### src/rtl/gpio_filt.sv
// GPIO with 2-flop input sync, per-pin glitch filter, edge/level interrupts
// and atomic set/clear output updates behind a single-cycle register bus.
module gpio_filt #(
  parameter int Width      = 32,
  parameter int FiltCycles = 16
) (
  input  logic             clk_i,
  input  logic             rst_ni,
  input  logic             reg_req_i,
  input  logic             reg_we_i,
  input  logic [5:0]       reg_addr_i,
  input  logic [31:0]      reg_wdata_i,
  output logic             reg_rvalid_o,
  output logic [31:0]      reg_rdata_o,
  output logic             reg_error_o,
  input  logic [Width-1:0] cio_gpio_i,
  output logic [Width-1:0] cio_gpio_o,
  output logic [Width-1:0] cio_gpio_en_o,
  output logic [Width-1:0] intr_gpio_o
);

  localparam int CntW = $clog2(FiltCycles);
  localparam logic [CntW-1:0] CntMax = CntW'(FiltCycles - 1);

  logic [Width-1:0] r_sync1, r_sync2, r_filt, r_prev, r_cand;
  logic [CntW-1:0]  r_cnt [Width];
  logic [Width-1:0] r_dout, r_oe, r_filt_en, r_intr_state, r_intr_en;
  logic [Width-1:0] r_rise_en, r_fall_en, r_lvlhi_en, r_lvllo_en;
  logic             r_rvalid, r_error;
  logic [31:0]      r_rdata;

  logic             w_addr_ok, w_wr;
  logic [3:0]       w_idx;
  logic [12:0]      w_wsel;
  logic [Width-1:0] w_wdata, w_filt_nxt, w_set, w_intr_nxt, w_rd;
  logic [31:0]      w_rdata;
  logic             w_unused_wdata;

  assign w_unused_wdata = ^reg_wdata_i;
  assign w_addr_ok = (reg_addr_i[1:0] == 2'b00) && (reg_addr_i < 6'h34);
  assign w_wr      = reg_req_i && reg_we_i && w_addr_ok;
  assign w_idx     = reg_addr_i[5:2];
  assign w_wsel    = w_wr ? (13'(1) << w_idx) : '0;
  assign w_wdata   = reg_wdata_i[Width-1:0];

  // A pin's filter output only moves once its candidate has been stable for the full window
  always_comb begin
    w_filt_nxt = r_filt;
    for (int i = 0; i < Width; i++) begin
      if (!r_filt_en[i])
        w_filt_nxt[i] = r_sync2[i];
      else if ((r_sync2[i] == r_cand[i]) && (r_cnt[i] == CntMax))
        w_filt_nxt[i] = r_cand[i];
    end
  end

  assign w_set = (r_rise_en  &  r_filt & ~r_prev) |
                 (r_fall_en  & ~r_filt &  r_prev) |
                 (r_lvlhi_en &  r_filt) |
                 (r_lvllo_en & ~r_filt) |
                 (w_wsel[12] ? w_wdata : '0);
  assign w_intr_nxt = (r_intr_state & ~(w_wsel[6] ? w_wdata : '0)) | w_set;

  always_comb begin
    w_rd = '0;
    case (w_idx)
      4'd0:    w_rd = r_filt;
      4'd1:    w_rd = r_dout;
      4'd4:    w_rd = r_oe;
      4'd5:    w_rd = r_filt_en;
      4'd6:    w_rd = r_intr_state;
      4'd7:    w_rd = r_intr_en;
      4'd8:    w_rd = r_rise_en;
      4'd9:    w_rd = r_fall_en;
      4'd10:   w_rd = r_lvlhi_en;
      4'd11:   w_rd = r_lvllo_en;
      default: w_rd = '0;
    endcase
    w_rdata = '0;
    w_rdata[Width-1:0] = w_rd;
  end

  always_ff @(posedge clk_i or negedge rst_ni) begin
    if (!rst_ni) begin
      r_sync1 <= '0;
      r_sync2 <= '0;
      r_filt  <= '0;
      r_prev  <= '0;
      r_cand  <= '0;
      for (int i = 0; i < Width; i++) r_cnt[i] <= '0;
    end else begin
      r_sync1 <= cio_gpio_i;
      r_sync2 <= r_sync1;
      r_filt  <= w_filt_nxt;
      r_prev  <= r_filt;
      for (int i = 0; i < Width; i++) begin
        if (r_sync2[i] != r_cand[i]) begin
          r_cand[i] <= r_sync2[i];
          r_cnt[i]  <= '0;
        end else if (r_cnt[i] != CntMax) begin
          r_cnt[i]  <= r_cnt[i] + CntW'(1);
        end
      end
    end
  end

  always_ff @(posedge clk_i or negedge rst_ni) begin
    if (!rst_ni) begin
      r_dout       <= '0;
      r_oe         <= '0;
      r_filt_en    <= '0;
      r_intr_state <= '0;
      r_intr_en    <= '0;
      r_rise_en    <= '0;
      r_fall_en    <= '0;
      r_lvlhi_en   <= '0;
      r_lvllo_en   <= '0;
    end else begin
      if (w_wsel[1])      r_dout <= w_wdata;
      else if (w_wsel[2]) r_dout <= r_dout | w_wdata;
      else if (w_wsel[3]) r_dout <= r_dout & ~w_wdata;
      if (w_wsel[4])  r_oe       <= w_wdata;
      if (w_wsel[5])  r_filt_en  <= w_wdata;
      if (w_wsel[7])  r_intr_en  <= w_wdata;
      if (w_wsel[8])  r_rise_en  <= w_wdata;
      if (w_wsel[9])  r_fall_en  <= w_wdata;
      if (w_wsel[10]) r_lvlhi_en <= w_wdata;
      if (w_wsel[11]) r_lvllo_en <= w_wdata;
      r_intr_state <= w_intr_nxt;
    end
  end

  always_ff @(posedge clk_i or negedge rst_ni) begin
    if (!rst_ni) begin
      r_rvalid <= 1'b0;
      r_error  <= 1'b0;
      r_rdata  <= '0;
    end else begin
      r_rvalid <= reg_req_i;
      r_error  <= reg_req_i && !w_addr_ok;
      r_rdata  <= (reg_req_i && !reg_we_i && w_addr_ok) ? w_rdata : '0;
    end
  end

  assign reg_rvalid_o  = r_rvalid;
  assign reg_rdata_o   = r_rdata;
  assign reg_error_o   = r_error;
  assign cio_gpio_o    = r_dout;
  assign cio_gpio_en_o = r_oe;
  assign intr_gpio_o   = r_intr_state & r_intr_en;

endmodule

### config.mk
export PLATFORM = sky130hd
export DESIGN_NAME = gpio_filt
export DESIGN_NICKNAME = d
export VERILOG_FILES = /design/src/rtl/gpio_filt.sv
export SDC_FILE = /design/constraint.sdc
export NUM_CORES = 1
export LEC_CHECK = 0
export BUFFER_PORTS_ARGS = -buffer_cell sky130_fd_sc_hd__buf_2
export CORE_UTILIZATION = 50
export CTS_CLUSTER_SIZE = 40
export DETAILED_ROUTE_END_ITERATION = 16
export GPL_TIMING_DRIVEN = 1
export PLACE_DENSITY_LB_ADDON = 0.2
export RECOVER_POWER = 50
export SLEW_MARGIN = 20
export SYNTH_ARGS = -nofsm -noshare
export SYNTH_HDL_FRONTEND = slang
export SYNTH_SLANG_ARGS = --single-unit
### constraint.sdc
create_clock -name clk_i -period 2.5 [get_ports clk_i]
set_input_delay 0.5 -clock clk_i [delete_from_list [all_inputs] [get_ports clk_i]]
set_output_delay 0.5 -clock clk_i [all_outputs]
set_load 0.01 [all_outputs]
Word-level counts from Yosys, hierarchy flattened
Cells that the tools add are included.
{"block": "classes", "eq_ne": 169, "shift": 1, "n_bitwise": 19, "muxes": 136, "reduce_logical": 75, "addsub": 32, "order_cmp": 1}
{"cell": "$pmux 32 s10", "n": 1}
{"cell": "$and 32x32->32", "n": 9}
{"cell": "$mux 4", "n": 64}
{"cell": "$mux 32", "n": 6}
{"cell": "$or 32x32->32", "n": 6}
{"cell": "$eq 4x4->1 const B", "n": 36}
{"cell": "$add 4x1->4 const B", "n": 32}
{"cell": "$ne 4x4->1 const B", "n": 32}
{"cell": "$not 32->32", "n": 4}
{"cell": "$mux 1", "n": 64}
{"cell": "$ne 2x1->1 const B", "n": 32}
{"cell": "$reduce_bool 2->1", "n": 32}
{"cell": "$logic_and 1x1->1", "n": 38}
{"cell": "$eq 1x1->1", "n": 32}
{"cell": "$ne 1x1->1", "n": 32}
{"cell": "$eq 4x3->1 const B", "n": 4}
{"cell": "$mux 13", "n": 1}
{"cell": "$shl 1x4->13 const A", "n": 1}
{"cell": "$lt 6x6->1 const B", "n": 1}
{"cell": "$eq 4x1->1 const B", "n": 1}
{"cell": "$logic_not 4->1", "n": 1}
{"cell": "$reduce_bool 3->1", "n": 1}
{"cell": "$logic_not 1->1", "n": 2}
{"cell": "$logic_not 2->1", "n": 1}
{"block": "totals", "word_cells": 544, "output_inout_bits": 130, "register_bits": 610, "inputBits": 74}

Logic depth before layout (Yosys ltp)
Gate-level depths: netlist of run 1.
{"block": "depth", "depth_word": 8, "depth_mapped": 7, "mapped_depth_nobuf": 5}

Least setup slack after synthesis of run 1
OpenSTA, ideal clock, no wires.
{"block": "synth_path", "path_kind": "input-to-reg", "from": "input port reg_addr_i[1]", "to": "register (tool-made name)", "arrival_ps": 1908, "setup_slack_ps": 471, "required_time_ps": 2379, "path_buffers": 2, "setup_time_ps": 121, "cell_stages": 6, "path_cell_list": "or2_0 -> clkbuf_1 -> nor4b_1 -> clkbuf_1 -> o21ai_0 -> a22o_1"}
{"element": "start: declaration", "line": "11", "source": "input logic [5:0] reg_addr_i,"}

Worst setup path after layout of run 1
{"block": "layout_path", "from": "input port reg_addr_i[1]", "to": "register r_intr_en[30]"}
{"block": "layout_between", "elab_chain_len": 4, "word_cells_on_any_way": 5, "classes_between": "order compare: 1; mux: 1; reduce/logical: 3"}
{"element": "$lt 6x6->1 / $logic_not 2->1 (equally long branches)", "line": "40", "source": "assign w_addr_ok = (reg_addr_i[1:0] == 2'b00) && (reg_addr_i < 6'h34);"}
{"element": "$logic_and 1x1->1 (*)", "line": "40"}
{"element": "$logic_and 1x1->1 (*)", "line": "41", "source": "assign w_wr = reg_req_i && reg_we_i && w_addr_ok;"}
{"element": "$mux 13 (*)", "line": "43", "source": "assign w_wsel = w_wr ? (13'(1) << w_idx) : '0;"}
{"element": "end signal: assignment", "line": "124", "source": "if (w_wsel[7]) r_intr_en <= w_wdata;"}
{"element": "end: declaration", "line": "27", "source": "logic [Width-1:0] r_dout, r_oe, r_filt_en, r_intr_state, r_intr_en;"}
Every way passes the cells marked *; elsewhere a longest branch is shown, timed or not.
A chain may end at the register's enable or synchronous reset.

==> metrics.csv, run 1 <==
stage,metric,value,unit
clocking,cts_root_buffer,clkbuf_16,
clocking,cts_sinks,610,
critical_path,rr_startpoint,r_cnt[40],
drt,drtPass1Iterations,7,
logic_synthesis,syn-mean-instance-area,12.12,um2
clocking,ctsResizeCount,0,
hold_path,min_to,r_sync1[9],
logic_synthesis,yosysUniqueCellTypes,38,
sta,relSlewSlack,0.1732,
drt,viasPerCell,6.001,
pwr,p_leak,14.40,nW
sta,setup_viol,0,
sta,tightest_slew,1.240,ns
critical_path,r2r_cells,4,
run_status,outcome,"complete, no violations",
die,die_w,229.6,um
grt,grt_max_degree,83,
sta,hold_ws,0.02987,ns
critical_path,reg2reg_to,r_filt[21],
sta,clock_skew,0.03072,ns
critical_path,arrival,2.41,ns
sta,max_freq,515.9,MHz
clocking,clock_path_buffers,3,
grt,gr-usage-met2,0.3988,
die,initial_core_util,0.5057,
cells_and_area,fin_nets,2452,
critical_path,start_kind,input pin,
critical_path,cp-end-kind,flip-flop,
placement,gp_congestion,0.8411,
grt,use_met3,0.06287,
pwr,vdd_drop_max,0.0004577,V
sta,fin_crit_sh,0.7753,
grt,overflow,0,
logic_synthesis,synth_top_cells_by_count,"dfrtp_1 (610), mux2_2 (219), nor2_1 (135), a21oi_1 (128), clkbuf_1 (106)",
drt,routed_wirelength,67480,um
critical_path,r2r_slack,1.18,ns
sta,period_minus_slack,1.938,ns
cells_and_area,fillers,4094,
sta,rsz0062_at_grt,false,
logic_synthesis,synth_most_common_cell,dfrtp_1,
clocking,clkSlewWorstSetupHoldPaths,0.06,ns
clocking,cts_buffers,66,
pwr,p_per_area,767.9,mW/mm2
hold_path,hold_depth,1,
grt,grt_pass1_wl,105900,um
logic_synthesis,yosysSeqAreaShare,0.5895,
grt,busiest_layer,met2,
logic_synthesis,netlist.area_leader.share,0.5895,
job,maxCapViolations,0,
hold_path,hp-class,in -> reg,
die,coreArea,0.05120,mm2
sta,report.final.slew_viol_count,0,
sta,finalHoldViolations,0,
clocking,clock_latency,0.60,ns
cells_and_area,fin_area,0.03034,mm2
logic_synthesis,syn_inst,2137,
placement,place_area,0.02806,mm2
logic_synthesis,syn_nets,2243,
grt,met1_usage,0.3596,
clocking,ctsHtreeMaxLevel,3,
grt,grt_use_total,0.2599,
logic_synthesis,yosysWarnings,0,
placement,io_buffers,203,
drt,vias,18450,
logic_synthesis,synth_top_area_cell,dfrtp_1,
logic_synthesis,synthTopCellsByArea,"dfrtp_1 (59%), mux2_2 (9.5%), a22o_1 (3.2%), a21oi_1 (2.5%), mux2i_1 (2.3%)",
drt,wl_per_cell,21.95,um
drt,antenna_left,0,
die,num_rows,83,
die,die_area,0.05270,mm2
clocking,holdBufCountCts,16,
drt,drc,0,
hold_path,worst_hold_startpoint,cio_gpio_i[9],
placement,place.detailed.hpwl,42940,um
clocking,cts_setup_buffers,0,
logic_synthesis,async_flop_share,1.000,
critical_path,crit_required,2.97,ns
cells_and_area,syn_to_final_growth,17.17,%
logic_synthesis,synth-seq-cells,610,
clocking,cts_tree,done,
critical_path,path_max_fanout,23,
critical_path,criticalPathCategory,in -> reg,
die,pin_count,204,
logic_synthesis,netlist_area,0.02589,mm2
grt,grt_pass1_vias,18520,
logic_synthesis,synth-edff-count,0,
drt,drtIter0Drc,1493,
cells_and_area,drive_above_1_share,0.2488,
logic_synthesis,synthFlopType,dfrtp_1,
die,die_h,229.6,um
grt,antenna_found_initial,7,
sta,tns,0,ns
==> registers in the layout, indices dropped and copies added (netlist names), named ones only <==
name,cells
r_filt,32
r_fall_en,32
reg_rvalid_o,1
r_lvllo_en,32
r_lvlhi_en,32
r_filt_en,32
r_sync2,32
reg_rdata_o,32
r_cand,32
cio_gpio_en_o,32
r_prev,32
r_intr_state,32
r_sync1,32
reg_error_o,1
r_cnt,128
r_intr_en,32
r_rise_en,32
==> layout make-up <==
type                            instances  area [um2]  share of cell area
Multi-Input combinational cell       1346       10030              0.3307
Sequential cell                       610       15260              0.5032
Timing Repair Buffer                  286        1851             0.06100
Clock inverter                         20       260.3            0.008578
Tap cell                              680       850.8             0.02804
Clock buffer                           93        1937             0.06384
Antenna cell                            3       7.507           0.0002475
Inverter                               36       135.1            0.004454
==> cells by family after synthesis <==
family,after synthesis,share of synthesized area
flops,610,0.5895
compound gates,487,0.1332
simple gates,478,0.09109
mux,284,0.1206
buf+inv,181,0.02812
xor+xnor,65,0.02199
fa+ha+maj,32,0.01546
==> routing by layer <==
metal | part of all wire | up-vias
li1 | - | 8237
met5 | 0.00084 | -
met3 | 0.070 | 134
met1 | 0.44 | 9453
met2 | 0.46 | 615
met4 | 0.030 | 8
==> through the flow <==
| stage | utilization | setup WS [ns] | total power, mW | instances |
|---|---|---|---|---|
| floorplan | - | 0.4709 | 12.59 | 2137 |
| global placement | 0.5481 | 0.07454 | 13.43 | 2942 |
| detailed placement | 0.5481 | 0.04710 | 13.58 | 2942 |
| CTS | 0.5941 | 0.6095 | 23.51 | 3071 |
| global route | 0.5925 | 0.3173 | 24.29 | 3073 |
| finish | 0.5926 | 0.5617 | 23.30 | 3074 |
==> how the worst max path moves through the flow <==
stage	start	to	slack (ns)	cells past startpoint
2_1_floorplan	reg_addr_i[1]	flip-flop	0.47	6
3_3_place_gp	reg_addr_i[0]	r_intr_en[25]	0.07	7
3_5_place_dp	reg_addr_i[0]	r_intr_en[31]	0.05	7
4_1_cts	r_intr_state[27]	intr_gpio_o[27]	0.61	2
5_1_grt	rst_ni	r_rise_en[14]	0.32	3
6_report	reg_addr_i[1]	r_intr_en[30]	0.56	7
==> report_power, final <==
group	switching [mW]	total (mW)	leakage [nW]	internal, mW
logic	1.12	2.06	5.50	0.933
clock network	3.88	9.88	1.09	6.01
registers	0.746	11.4	7.82	10.6
==> worst max-delay path, cell delays in order <==
cell	delay (ns)
clkbuf_1	0.10
or2_0	0.56
nor3_2	0.11
buf_4	0.20
nand2_2	0.08
buf_4	0.43
mux2_2	0.40
==> layout by cell type (no fill, tap or decap), types with 40 or more instances in the layout <==
master,Yosys,layout
dfrtp_1,610,610
mux2_2,219,219
buf_2,39,192
nor2_1,135,135
a21oi_1,128,128
a22o_1,96,96
nand2_1,100,93
clkbuf_16,0,69
a221oi_1,64,64
a31oi_1,64,64
nor3_1,65,64
nand3_1,64,64
mux2i_1,60,60
buf_4,0,40
Note: power is estimated with default switching activity, not from simulation.
==> inputs of run 2 (changes only) <==
==> constraint.sdc (replaced) <==
create_clock -name clk_i -period 1.7 [get_ports clk_i]
set_input_delay 0.34 -clock clk_i [delete_from_list [all_inputs] [get_ports clk_i]]
set_output_delay 0.34 -clock clk_i [all_outputs]
set_load 0.01 [all_outputs]
==> run 2 against run 1 <==
Cell area grew 3.3%; die area is the same; combinational power grew 55%; sequential share of layout area shrank 1.6 points; critical path depth shrank 5; final cell count grew 2.7%; global-route usage grew 0.55 points; sequential power grew 46%; flip-flop and latch count is the same.
==> metrics.csv, run 2 (same netlist as run 1, synthesis figures left out) <==
stage,metric,value,unit,change
critical_path,start_kind,flip-flop,,was input pin
clocking,clkSlewWorstSetupHoldPaths,0.06,ns,about the same
critical_path,timing.critical_path.max_delay_family,flip-flops,,was simple AND/OR/NAND/NOR gates
drt,wl_met3,4401,um,was 4746 um
sta,setup_viol,0,,unchanged
die,num_rows,83,,unchanged
job,maxCapViolations,0,,unchanged
sta,relSlewSlack,0.4014,,was 0.1732
drt,drtPass1Iterations,5,,was 7
critical_path,r2r_slack,0.40,ns,was 1.18 ns
clocking,cts_root_buffer,clkbuf_16,,unchanged
critical_path,arrival,1.33,ns,was 2.41 ns
sta,worst_slack,0.03097,ns,was 0.5617 ns
drt,drtIter0Drc,1539,,was 1493
critical_path,cp-end-kind,output port,,was flip-flop
hold_path,worst_hold_startpoint,reg_wdata_i[30],,was cio_gpio_i[9]
placement,place_ws,-0.3744,ns,was 0.04710 ns
drt,top_layer_used,met4,,was met5
drt,vias,18910,,was 18450
die,die_h,229.6,um,unchanged
run_status,outcome,"complete, no violations",,unchanged
die,die_w,229.6,um,unchanged
cells_and_area,final_common_cell,dfrtp_1,,unchanged
cells_and_area,fin_nets,2538,,was 2452
critical_path,cp.depth,2,,was 7
clocking,cts_sinks,610,,unchanged
pwr,p_per_area,1107,mW/mm2,was 767.9 mW/mm2
cells_and_area,top_register,r_cnt,,unchanged
cells_and_area,final_util,0.6121,,was 0.5926
sta,max_freq,599.2,MHz,
sta,tightest_slew,0.8979,ns,was 1.240 ns
cells_and_area,regArea,0.01526,mm2,unchanged
grt,overflow,0,,unchanged
sta,finalHoldViolations,0,,unchanged
hold_path,hold_depth,2,,was 1
die,initial_core_util,0.5057,,unchanged
drt,routed_wirelength,68970,um,was 67480 um
clocking,clock_latency,0.60,ns,about the same
cells_and_area,final_cell_mix,"dfrtp_1 (610), mux2_2 (219), buf_2 (199)",,"was dfrtp_1 (610), mux2_2 (219), buf_2 (192)"
hold_path,min_to,cio_gpio_en_o[30],,was r_sync1[9]
critical_path,reg2reg_to,r_filt[24],,was r_filt[21]
drt,wl_per_cell,21.84,um,was 21.95 um
pwr,p_total,34.68,mW,was 23.30 mW
clocking,ctsHtreeMaxLevel,3,,unchanged
critical_path,crit_required,1.36,ns,was 2.97 ns
pwr,p_leak,14.95,nW,was 14.40 nW
grt,grt_use_total,0.2654,,was 0.2599
drt,drc,0,,unchanged
grt,grt_pass1_wl,108600,um,was 105900 um
critical_path,r2r_cells,4,,unchanged
drt,antenna_left,0,,unchanged
die,pin_count,204,,unchanged
critical_path,max_stage_delay,0.39,ns,was 0.56 ns
sta,fin_crit_sh,0.9818,,
die,coreArea,0.05120,mm2,unchanged
cells_and_area,largest_reg_flops,128,,unchanged
clocking,cts_buffers,67,,was 66
drt,wl_met2,32610,um,was 31150 um
sta,report.final.slew_viol_count,0,,unchanged
critical_path,path_max_fanout,2,,was 23
critical_path,critPathBufInv,1,,was 3
hold_path,hp-class,in -> reg,,unchanged
cells_and_area,drive_above_1_share,0.2741,,was 0.2488
critical_path,rr_startpoint,r_cnt[28],,was r_cnt[40]
die,die_area,0.05270,mm2,unchanged
critical_path,crit_chain,and2_1 -> buf_2,,was clkbuf_1 -> or2_0 -> nor3_2 -> buf_4 -> nand2_2 -> buf_4 -> mux2_2
placement,place.detailed.hpwl,45850,um,was 42940 um
cells_and_area,multi_input_area,0.01008,mm2,was 0.01003 mm2
placement,gp_congestion,0.8178,,was 0.8411
clocking,clock_path_buffers,3,,unchanged
sta,period_minus_slack,1.669,ns,
drt,viasPerCell,5.989,,was 6.001
cells_and_area,syn_to_final_growth,21.03,%,was 17.17%
grt,antenna_found_initial,1,,was 7
pwr,vdd_drop_max,0.0005883,V,was 0.0004577 V
critical_path,slowest_stage,dfrtp_1,,was or2_0
sta,clock_skew,0.02345,ns,was 0.03072 ns
grt,grt_pass1_vias,19110,,was 18520
drt,wl_met1,29550,um,was 29470 um
critical_path,criticalPathCategory,reg -> out,,was in -> reg
clocking,cts_tree,done,,unchanged
placement,io_buffers,203,,unchanged
grt,grt_max_degree,65,,was 83
cells_and_area,fillers,3980,,was 4094
run 2: worst max-delay path by stage:
stage | start | to
6_report | r_intr_state[28] | intr_gpio_o[28]
5_1_grt | r_intr_state[5] | intr_gpio_o[5]
4_1_cts | r_intr_state[11] | intr_gpio_o[11]
3_5_place_dp | reg_addr_i[1] | r_intr_state[9]
3_3_place_gp | reg_addr_i[2] | reg_rdata_o[6]
2_1_floorplan | reg_addr_i[5] | cio_gpio_en_o[1]
run 2: final cells by class:
class                           count  area share
Inverter                           36    0.004312
Timing Repair Buffer              371     0.08896
Clock inverter                     21    0.009183
Antenna cell                        1  0.00007985
Clock buffer                       93     0.06157
Multi-Input combinational cell   1346      0.3216
Tap cell                          680     0.02715
Sequential cell                   610      0.4871
run 2: what timing repair did:
item,CTS,global route
setup endpoints to repair,13,11
pin swaps,1,2
hold buffers,34,0
setup buffers,4,11
gates resized for setup,10,5
endpoints found under the hold margin,110,0
run 2: worst register-to-register path, cell delays in order, from the launching register on:
cell,delay [ns]
dfrtp_1,0.41
ha_1,0.26
nand3_1,0.20
mux2i_1,0.22
a21oi_1,0.09
run 2: power by group:
group | leakage [nW] | total (mW) | switching (mW) | internal, mW
clock network | 1.10 | 14.8 | 5.79 | 8.97
registers | 7.82 | 16.7 | 1.13 | 15.6
logic | 6.04 | 3.19 | 1.70 | 1.49
total | 15.0 | 34.7 | 8.62 | 26.1
run 2: metrics by stage:
step	setup TNS [ns]	hold slack, ns	cells	area (um2)
floorplan	-1.575	0.04441	2137	25940
global placement	-66.97	0.2785	2994	28810
detailed placement	-76.10	0.2755	2994	28810
CTS	0	0.09273	3146	31420
global route	-0.01898	0.1240	3158	31340
finish	0	0.1148	3158	31340
run 2: per-layer routing:
| metal | vias to the layer above | GRT usage |
|---|---|---|
| met1 | 9655 | 0.3634 |
| met4 | 0 | 0.1096 |
| met2 | 678 | 0.4208 |
| met5 | - | 0 |
| met3 | 152 | 0.04395 |
| li1 | 8427 | - |
==> inputs of run 3 (changes only) <==
--- a/config.mk
+++ b/config.mk
@@ -10,6 +10,7 @@
 export CTS_CLUSTER_SIZE = 40
 export DETAILED_ROUTE_END_ITERATION = 16
 export GPL_TIMING_DRIVEN = 1
+export MAX_ROUTING_LAYER = met4
 export PLACE_DENSITY_LB_ADDON = 0.2
 export RECOVER_POWER = 50
 export SLEW_MARGIN = 20
==> run 3 against run 2 <==
Worst setup slack got worse by 0.0038 ns; power about the same; largest power group unchanged; largest cell class unchanged; worst hold slack gained 0.0066 ns.
==> metrics.csv, run 3 (same netlist as run 1, synthesis figures left out) <==
stage,metric,value,unit,change
drt,routed_wirelength,69050,um,was 68970 um
grt,grt_pass1_wl,108600,um,about the same
sta,relSlewSlack,0.4048,,was 0.4014
clocking,cts_root_buffer,clkbuf_16,,unchanged
sta,worst_slack,0.02721,ns,was 0.03097 ns
sta,tightest_slew,0.8928,ns,was 0.8979 ns
cells_and_area,largest_reg_flops,128,,unchanged
cells_and_area,final_util,0.6121,,unchanged
pwr,vdd_drop_max,0.0005855,V,was 0.0005883 V
critical_path,timing.critical_path.max_delay_family,flip-flops,,unchanged
drt,antenna_left,0,,unchanged
critical_path,rr_startpoint,r_cnt[32],,was r_cnt[28]
die,coreArea,0.05120,mm2,unchanged
critical_path,crit_chain,and2_1 -> buf_2,,unchanged
critical_path,path_max_fanout,3,,was 2
sta,clock_skew,0.02724,ns,was 0.02345 ns
critical_path,start_kind,flip-flop,,unchanged
sta,max_freq,597.8,MHz,was 599.2 MHz
critical_path,arrival,1.33,ns,about the same
drt,drtPass1Iterations,5,,unchanged
run_status,outcome,"complete, no violations",,unchanged
clocking,cts_buffers,67,,unchanged
job,maxCapViolations,0,,unchanged
critical_path,max_stage_delay,0.41,ns,was 0.39 ns
pwr,p_leak,14.95,nW,unchanged
placement,place_ws,-0.3744,ns,unchanged
clocking,clkSlewWorstSetupHoldPaths,0.06,ns,about the same
drt,wl_per_cell,21.87,um,was 21.84 um
pwr,seqPwrFrac,0.483,,about the same
sta,finalHoldViolations,0,,unchanged
grt,grt_use_total,0.2737,,was 0.2654
pwr,netSwitchingFraction,0.2483,,was 0.2485
sta,fin_crit_sh,0.9840,,was 0.9818
sta,setup_viol,0,,unchanged
cells_and_area,drive_above_1_share,0.2741,,unchanged
critical_path,cp-end-kind,output port,,unchanged
die,num_rows,83,,unchanged
placement,placedCellCount,2994,,unchanged
clocking,clock_latency,0.60,ns,about the same
clocking,ctsHtreeMaxLevel,3,,unchanged
pwr,comb_power_share,0.092,,about the same
drt,drtIter0Drc,1626,,was 1539
critical_path,reg2reg_to,r_filt[23],,was r_filt[24]
pwr,p_per_area,1106,mW/mm2,was 1107 mW/mm2
pwr,p_clk_frac,0.425,,was 0.426
die,die_area,0.05270,mm2,unchanged
grt,antenna_found_initial,1,,unchanged
drt,drc,0,,unchanged
critical_path,slowest_stage,dfrtp_1,,unchanged
pwr,p_sw,8.609,mW,was 8.615 mW
hold_path,worst_hold_startpoint,reg_wdata_i[30],,unchanged
grt,grt_pass1_vias,19100,,was 19110
cells_and_area,final_common_cell,dfrtp_1,,unchanged
placement,place.detailed.hpwl,45850,um,unchanged
clocking,clock_path_buffers,3,,unchanged
placement,io_buffers,203,,unchanged
cells_and_area,final_cell_mix,"dfrtp_1 (610), mux2_2 (219), buf_2 (199)",,unchanged
die,die_w,229.6,um,unchanged
pwr,internal_power,26.06,mW,about the same
hold_path,hp-class,in -> reg,,unchanged
sta,report.final.slew_viol_count,0,,unchanged
cells_and_area,syn_to_final_growth,21.03,%,unchanged
drt,viasPerCell,5.956,,was 5.989
clocking,cts_sinks,610,,unchanged
sta,period_minus_slack,1.673,ns,was 1.669 ns
die,pin_count,204,,unchanged
clocking,cts_tree,done,,unchanged
cells_and_area,final_cells,3158,,unchanged
hold_path,hold_depth,2,,unchanged
critical_path,r2r_slack,0.39,ns,was 0.40 ns
critical_path,crit_required,1.36,ns,about the same
critical_path,criticalPathCategory,reg -> out,,unchanged
pwr,p_total,34.67,mW,was 34.68 mW
drt,vias,18810,,was 18910
critical_path,r2r_cells,4,,unchanged
placement,gp_congestion,0.8301,,was 0.8178
cells_and_area,top_register,r_cnt,,unchanged
cells_and_area,fin_nets,2538,,unchanged
die,die_h,229.6,um,unchanged
die,initial_core_util,0.5057,,unchanged
grt,grt_max_degree,65,,unchanged
grt,overflow,0,,unchanged
critical_path,critPathBufInv,1,,unchanged
## run 3: cell counts in the layout (fill, tap and decap cells not counted)
No cell type changed its count.
## run 3: repair_timing
item / 4_1_cts / 5_1_grt
buffers inserted: 4 / 11
pin swaps: 1 / 2
hold buffers: 34 / 0
endpoints found under the hold margin: 110 / 0
endpoints found under the setup margin: 13 / 11
resized for setup: 10 / 5
## run 3: layout make-up
type | instances | area (um2)
diodes | 1 | 2.502
clock buffers | 93 | 1929
clock inverters | 21 | 287.8
fillers | 3980 | 19860
inverters | 36 | 135.1
multi-input cells | 1346 | 10080
flip-flops and latches | 610 | 15260
well taps | 680 | 850.8
repair buffers | 371 | 2788
## run 3: worst max-delay path by stage
stage / start / to / slack [ns] / cells past startpoint
floorplan: reg_addr_i[5] / cio_gpio_en_o[1] / -0.06 / 5
global route: r_intr_state[5] / intr_gpio_o[5] / -0.01 / 2
global placement: reg_addr_i[2] / reg_rdata_o[6] / -0.33 / 8
CTS: r_intr_state[11] / intr_gpio_o[11] / 0.001 / 2
detailed placement: reg_addr_i[1] / r_intr_state[9] / -0.37 / 6
finish: r_intr_state[16] / intr_gpio_o[16] / 0.03 / 2
## run 3: per-stage QoR
step	TNS, ns	instance area [um2]	hold WS [ns]
5_1_grt	-0.01918	31340	0.1239
3_5_place_dp	-76.10	28810	0.2755
4_1_cts	0	31420	0.09273
3_3_place_gp	-66.97	28810	0.2785
2_1_floorplan	-1.575	25940	0.04441
6_report	0	31340	0.1214
## run 3: routing by layer
| metal | part of all wire | vias to the layer above | wire [um] | global-route usage |
|---|---|---|---|---|
| met5 | 0 | - | 0 | - |
| met1 | 0.43 | 9603 | 29380 | 0.3642 |
| li1 | - | 8420 | - | - |
| met4 | 0.035 | 0 | 2406 | 0.1102 |
| met3 | 0.066 | 150 | 4541 | 0.04395 |
| met2 | 0.47 | 636 | 32730 | 0.4199 |
## run 3: worst register-to-register path: stages (launching register included)
cell     delay [ns]
dfrtp_1        0.42
ha_1           0.26
nand3_1        0.22
mux2i_1        0.21
a21oi_1        0.08
## run 3: power groups by stage
stage                     logic, mW  clock network (mW)  registers [mW]
after floorplan                1.83                   0            16.7
after global placement         3.03                   0            16.9
after detailed placement       3.18                   0            16.9
after CTS                      3.27                15.0            16.7
after global routing           3.56                15.6            16.9
final                          3.19                14.7            16.7
